[config.mk]
export PLATFORM = sky130hd
export DESIGN_NAME = obstacle_field
export DESIGN_NICKNAME = d
export VERILOG_FILES = /design/src/rtl/dodge_pkg.sv /design/src/rtl/tick_divider.sv /design/src/rtl/obstacle_field.sv
export SDC_FILE = /design/constraint.sdc
export NUM_CORES = 1
export LEC_CHECK = 0
export CORE_UTILIZATION = 47
export CTS_CLUSTER_DIAMETER = 60
export DETAILED_ROUTE_END_ITERATION = 8
export GPL_TIMING_DRIVEN = 0
export HOLD_SLACK_MARGIN = 0.15
export PLACE_DENSITY = 0.77
export SYNTH_ARGS = -nofsm -noshare
export SYNTH_HDL_FRONTEND = slang
export SYNTH_SLANG_ARGS = --single-unit
[constraint.sdc]
create_clock -name clk -period 2.3 [get_ports clk]
set_input_delay 0.46 -clock clk [delete_from_list [all_inputs] [get_ports clk]]
set_output_delay 0.46 -clock clk [all_outputs]
set_load 0.005 [all_outputs]
[src/rtl/dodge_pkg.sv]
// Shared types and helpers for the dodge game obstacle field.
package dodge_pkg;

  typedef enum logic [1:0] {
    IDLE = 2'd0,
    PLAY = 2'd1,
    OVER = 2'd2
  } field_state_t;

  // Column count is fixed by the 3-bit random source.
  localparam int COLS    = 8;
  localparam int SCORE_W = 8;

  // Turn a column number into the obstacle pattern for a single row.
  function automatic logic [7:0] onehot8(input logic [2:0] col);
    onehot8 = 8'b1 << col;
  endfunction

endpackage

[src/rtl/tick_divider.sv]
// Drop-step divider: pulses tick on every TICK_DIV-th enabled cycle.
module tick_divider #(
  parameter int TICK_DIV = 50_000_000
) (
  input  logic clk,
  input  logic reset,
  input  logic clr,
  input  logic en,
  output logic tick
);

  localparam int CW = (TICK_DIV > 1) ? $clog2(TICK_DIV) : 1;
  localparam logic [CW-1:0] LAST = CW'(TICK_DIV - 1);

  logic [CW-1:0] cnt;

  assign tick = en && (cnt == LAST);

  // Count enabled cycles, wrapping on tick; clr forces a fresh start.
  // NOTE: sequential state uses non-blocking assignments so every flop samples pre-edge values.
  always_ff @(posedge clk or negedge reset) begin
    if (!reset) begin
      cnt <= '0;
    end else if (clr) begin
      cnt <= '0;
    end else if (en) begin
      cnt <= tick ? '0 : cnt + 1'b1;
    end
  end

endmodule

[src/rtl/obstacle_field.sv]
// Falling-obstacle grid for the dodge game: spawns, drops, scores, detects collisions.
module obstacle_field
  import dodge_pkg::*;
#(
  parameter int ROWS      = 8,
  parameter int TICK_DIV  = 50_000_000,
  parameter int SPAWN_GAP = 2
) (
  input  logic                   clk,
  input  logic                   reset,
  input  logic                   start,
  input  logic [2:0]             rnd,
  input  logic [2:0]             player_col,
  output logic                   next,
  output logic                   gen_state,
  output logic [ROWS*COLS-1:0]   field,
  output logic                   game_over,
  output logic [SCORE_W-1:0]     score
);

  localparam int GW = (SPAWN_GAP > 0) ? $clog2(SPAWN_GAP + 1) : 1;

  field_state_t    state, state_nxt;
  logic [GW-1:0]   gap_cnt;
  logic [COLS-1:0] bottom_row;
  logic [COLS-1:0] new_row0;
  logic            tick;
  logic            hit;
  logic            step;
  logic            clear_game;

  assign bottom_row = field[(ROWS-1)*COLS +: COLS];
  // A collision pre-empts any drop step in the same cycle.
  assign hit        = (state == PLAY) && bottom_row[player_col];
  assign step       = tick && !hit;
  assign clear_game = (state == IDLE) || ((state == OVER) && start);
  assign new_row0   = (gap_cnt == '0) ? onehot8(rnd) : '0;
  assign game_over  = (state == OVER);

  tick_divider #(
    .TICK_DIV(TICK_DIV)
  ) u_tick (
    .clk  (clk),
    .reset(reset),
    .clr  (state != PLAY),
    .en   (state == PLAY),
    .tick (tick)
  );

  // Game state register; generator enable follows the next state so it lines up with it.
  always_ff @(posedge clk or negedge reset) begin
    if (!reset) begin
      state     <= IDLE;
      gen_state <= 1'b1;
    end else begin
      state     <= state_nxt;
      gen_state <= (state_nxt != PLAY);
    end
  end

  // Next-state decode: start leaves IDLE/OVER, a hit ends PLAY.
  // NOTE: the default assignment first keeps this purely combinational (no latch).
  always_comb begin
    state_nxt = state;
    unique case (state)
      IDLE:    if (start) state_nxt = PLAY;
      PLAY:    if (hit)   state_nxt = OVER;
      OVER:    if (start) state_nxt = PLAY;
      default: state_nxt = IDLE;
    endcase
  end

  // Grid, spawn spacing, score and the generator advance pulse.
  always_ff @(posedge clk or negedge reset) begin
    if (!reset) begin
      field   <= '0;
      score   <= '0;
      gap_cnt <= '0;
      next    <= 1'b0;
    end else begin
      next <= step;
      if (clear_game) begin
        field   <= '0;
        score   <= '0;
        gap_cnt <= '0;
      end else if (step) begin
        field <= {field[(ROWS-1)*COLS-1:0], new_row0};
        if ((bottom_row != '0) && (score != '1)) begin
          score <= score + 1'b1;
        end
        gap_cnt <= (gap_cnt == '0) ? GW'(SPAWN_GAP) : gap_cnt - 1'b1;
      end
    end
  end

endmodule

* Word level (Yosys, flattened, before mapping)
Index checks and enable logic that the tools add are counted.
** Word-level totals
- Input bits :: 9
- Logic and storage cells :: 50
- Register bits after elaboration :: 104
- Output and inout port bits :: 75
** Cells by class
- Reductions and logical operators :: 15
- Order comparisons :: 1
- Mux-type cells :: 17
- Equality and inequality tests :: 6
- Add/subtract/negate cells :: 3
- Shift-type cells :: 1
** Operators by type and width (count)
- two-way mux 64 bit :: 2
- two-way mux 26 bit :: 3
- two-way mux 8 bit :: 4
- adder 26 x 1 -> 26 bit (second input constant) :: 1
- equality test 26 bit (second input constant) :: 1
- two-way mux 2 bit :: 5
- adder 8 x 1 -> 8 bit (second input constant) :: 1
- inequality test 8 bit (second input constant) :: 1
- nonzero test 8 bit :: 1
- << shifter 1 x 3 -> 8 bit (first input constant) :: 1
- nonzero test 2 bit :: 3
- logical AND 1 bit :: 5
- zero test 2 bit :: 2
- less-than comparator 3 x 4 -> 1 bit (second input constant) :: 1
- inequality test 2 x 1 -> 1 bit (second input constant) :: 2
- case mux 2 bit (2 select lines) :: 1
- binary-select mux 1 bit (select 3 bit) :: 1
- equality test 2 x 1 -> 1 bit (second input constant) :: 1
- equality test 2 bit (second input constant) :: 1
- AND reduction 2 bit :: 1
- OR reduction 2 bit :: 1
- subtractor 2 x 1 -> 2 bit (second input constant) :: 1
- zero test 1 bit :: 1
- logical OR 1 bit :: 1
- two-way mux 1 bit :: 1

* Longest topological paths before layout
- Depth in word-level cells :: 7
- Depth in mapped cells :: 8
- Depth with buffers taken out :: 7

* Hierarchy
From an unflattened synthesis, not the netlist that was laid out.
** Second synthesis, totals
- Cell total of the unflattened synthesis :: 523
- Area, all modules :: 4907.2 µm²
** By module, submodules not included
- obstacle_field :: seq. area each 1953.1 µm², area each 3414.5 µm², instances 1, cells each 366
- tick_divider :: seq. area each 650.6 µm², area each 1492.7 µm², instances 1, cells each 157

* Worst setup path after synthesis
Ideal clock, no wire load.
- Path kind :: reg2reg
- Start :: register u_tick.cnt[11]
- End :: register field[5]
- Path buffers :: 1
- Clock period less this slack :: 2.161 ns
- Setup time :: 0.078 ns
- Arrival :: 2.083 ns
- Slack :: 0.139 ns
- Cell stages (with the launch flop) :: 7
- Required time :: 2.222 ns
- Cells stage by stage :: dfrtp_1 -> or4_4 -> nor4_4 -> nand4_4 -> buf_6 -> or3_1 -> a21oi_1
** Between the ends
- Word-level cells in the longest chain between the ends :: 4
** Ends and longest elaborated chain
- start, declared :: line tick_divider.sv:15 : logic [CW-1:0] cnt;
- start signal, assigned :: line tick_divider.sv:27 : cnt <= tick ? '0 : cnt + 1'b1;
- equality test 26 bit :: line tick_divider.sv:17 : assign tick = en && (cnt == LAST);
- logical AND 1 bit :: line tick_divider.sv:17
- logical AND 1 bit :: line obstacle_field.sv:35 : assign step = tick && !hit;
- nonzero test 2 bit (no line)
- end signal, assigned :: line obstacle_field.sv:87 : field <= {field[(ROWS-1)*COLS-1:0], new_row0};
- end, declared :: line obstacle_field.sv:16 : output logic [ROWS*COLS-1:0] field,
No other way between the ends.
A chain may end at the register's enable or synchronous reset.

* Final worst setup path
- Start :: register u_tick.cnt[8]
- End :: register field[3]
Same word-level chain as after synthesis.

==> results.md <==
- Final hold vios: 0
- Row cnt: 35
- I/O Pins: 84
- Critical path's top delay family: simple AND/OR/NAND/NOR gates
- CTS tree: done
- Failing checks: negative setup slack
- DR vias: 3,977
- CP max-delay cell: or4_4
- Fin util: 65.4%
- WP data required: 2610 ps
- Ant diodes: 0
- Critical Path Start Type: flip-flop
- Pwr/cell area: 529 nW/µm²
- First-pass GRT wire length: 19,000 µm
- Worst-path fanout max: 6
- Final Cell Area: 6130 µm²
- Congestion Overflow GR: 0
- Pins Over Slew Limit: 0
- Nets: 609
- Critical Path, Cell by Cell: or4_4 -> nor4_4 -> buf_6 -> nand4_4 -> buf_6 -> or3_4 -> a21oi_2
- Relative slew slack: 50.0%
- Mapped Cells: 489
- Final ANT Viol Nets: 0
- Gate power share: 6.5%
- Placed cell area: 5630 µm²
- Area Growth Syn to Fin: 32.8%
- Gpl congestion: 0.812
- Die Footprint: 10,200 µm²
- CP max stage delay: 560 ps
- Pint: 2370 µW
- Clk root buf: clkbuf_8
- Unique cell type count in the Yosys netlist: 45
- Non-filler cells, final: 730
- Post-synth top flop: dfrtp_1
- P_leak: 0.00292 µW
- CORE AREA: 9370 µm²
- # setup viols final: 30
- Clock Skew: 12.3 ps
- IO buf count: 83
- Setup WS pre-CTS: -870 ps
- Avg Vias per Cell: 5.45
- Placed Instances: 702
- Initial antenna violation count: 0
- Mapped Avg Cell Area: 9.43 µm²
- Crit path capture type: flip-flop
- Seq pwr share: 58.8%
- Max-cap violations: 0
- VDD IR max: 0.307 mV
- Final wirelength: 11,700 µm
- Clk network pwr share: 34.7%
- CTS Sinks: 104
- Die H: 101 µm
- RSZ-0062 raised after global routing: true
- Net Sw Frac: 26.9%
- DR pass1 iterations: 5
- HP Class: in -> async
- Final HPWL DP: 8030 µm
- CP dominant cell by count: buf_6
- Avg WL per Cell: 16.1 µm
- FILL cells: 762
- Iter 0 DRT Violations: 193
- Starting density of the core: 49.2%
- Die width: 101 µm
- EDFF count, synth: 0
- Worst EP arrival: 2700 ps
- Final worst-path cycle share: 104%
- Status: finished, violations left
- Total nets after synthesis: 502
- Crit Path Class: reg -> reg
- Crit path buffers/inverters: 2
- Drc violations: 0
- Clk_lat worst skew: 370 ps
- Register bit total from synthesis: 104
- Synth Warn #: 0
- Post-synthesis sequential area ratio: 56.4%
- Vias in the first global route: 3,881
- Post-layout min period: 2390 ps
- Synthesized area: 4610 µm²
- Worst-margin pin slew: 744 ps
- Maximum clock rate: 418 MHz
- Setup ws final: -92.8 ps
- CTS H-tree depth: 3
- Asr flop ratio synth: 100%
- Layout cells sized above 1: 11.5%
- Reg clk slew, reported paths: 110 ps
- GRT Util Overall: 24.2%
- Cts bufs inserted: 9
- WHS: 138 ps
- Switching power: 874 µW
- Max Buffers Root-to-Sink: 2
- Largest net degree at the start of global routing: 57
## cell families (layout without fill, tap and decap cells)
logic type	Yosys count	count (layout)	synth area share [%]
fa+ha+maj	4	4	1.08
xor+xnor	24	24	4.56
compound gates	26	26	3.63
mux	5	5	1.65
buf+inv	30	141	2.66
flops	104	104	56.4
simple gates	296	297	30.0
## power by group through the flow
stage | sequential, µW | clock (µW) | combinational, µW
floorplan | 1940 | 0 | 115
global placement | 1940 | 0 | 196
detailed placement | 1940 | 0 | 207
CTS | 1910 | 1140 | 211
global route | 1910 | 1200 | 240
finish | 1910 | 1120 | 210
## cells in the mapped netlist, drive strengths merged (5+ instances only)
master / number / area share, %
a21oi: 12 / 1.3
and3: 6 / 0.81
buf: 13 / 1.3
clkbuf: 12 / 0.98
dfrtp: 103 / 56
inv: 5 / 0.41
nand2: 141 / 11
nand2b: 7 / 0.95
nand3: 71 / 7.7
nand4: 9 / 1.5
nor2: 31 / 2.6
or3: 7 / 0.95
xnor2: 6 / 1.1
xor2: 18 / 3.4
## final cells by class
class,count,area (µm²),area share [%]
Multi-Input combinational cell,356,1990,32.4
Timing Repair Buffer,97,990,16.2
Buffer,23,164,2.68
Clock buffer,9,124,2.02
Inverter,5,23.8,0.388
Clock inverter,7,73.8,1.21
Tap cell,129,161,2.63
Sequential cell,104,2600,42.5
## worst register-to-register path: cells and delay by family, from the launching register on
family	cells	cell delay [ps]
buffers and inverters	2	370
and+or+nand+nor	4	1390
AOI/OAI and AO/OA	1	140
DFF	1	430
## what timing repair did
item | 4_1_cts | 5_1_grt
gates resized for setup | 26 | 41
pin swaps | 10 | 11
gates cloned | 2 | 1
setup endpoints to repair | 89 | 89
setup buffers | 8 | 3
hold buffers | 0 | 0
## per-layer routing
layer | share of wire [%] | global-route usage, % | up-vias | wire length (µm)
met5 | 0 | 0 | - | 0
met4 | 2.0 | 8.81 | 0 | 237
met3 | 5.5 | 5.48 | 19 | 648
met2 | 48 | 38.5 | 121 | 5670
met1 | 44 | 32.7 | 1973 | 5190
li1 | - | - | 1864 | -
## per-stage QoR
step	TNS (ps)	total power (µW)
after floorplan	0	2050
after detailed placement	-57240	2150
after global routing	-3430	3360
final	-1180	3240
after CTS	-158	3260
after global placement	-369600	2140
## worst paths after layout
| kind | cells after the start | startpoint | endpoint | slack [ps] |
|---|---|---|---|---|
| worst max-delay path | 7 | u_tick.cnt[8]$_DFF_PN0_ | field[3]$_DFFE_PN0P_ | -90 |
| worst min-delay path | 1 | reset | u_tick.cnt[9]$_DFF_PN0_ | 140 |
| worst max register to register | 7 | u_tick.cnt[8]$_DFF_PN0_ | field[3]$_DFFE_PN0P_ | -90 |
| max in group asynchronous | 2 | reset | gen_state$_DFF_PN1_ | 1430 |
| worst min register to register | 2 | field[26]$_DFFE_PN0P_ | field[34]$_DFFE_PN0P_ | 500 |
| min in group clk | 2 | field[26]$_DFFE_PN0P_ | field[34]$_DFFE_PN0P_ | 500 |
## flip-flops by register name, summed over array words and instances, names as in the netlist
signal	cells
score	8
field	64
next	1
gen_state	1
u_tick.cnt	26
state	2
gap_cnt	2
## cells in the final DEF (no fill, tap or decap), types with 4 or more instances in the layout
| master | count |
|---|---|
| clkbuf_8 | 9 |
| nor2_1 | 29 |
| nand2b_1 | 7 |
| inv_1 | 4 |
| xor2_1 | 18 |
| xnor2_1 | 6 |
| buf_1 | 6 |
| buf_4 | 7 |
| clkdlybuf4s50_1 | 81 |
| buf_2 | 4 |
| nand3_1 | 71 |
| nand2_1 | 140 |
| and3_1 | 6 |
| nand4_1 | 8 |
| or3_1 | 5 |
| buf_6 | 10 |
| clkinv_4 | 4 |
| a21oi_1 | 9 |
| ha_1 | 4 |
| dfrtp_1 | 103 |
No activity file was read; power rests on OpenSTA's default activity.
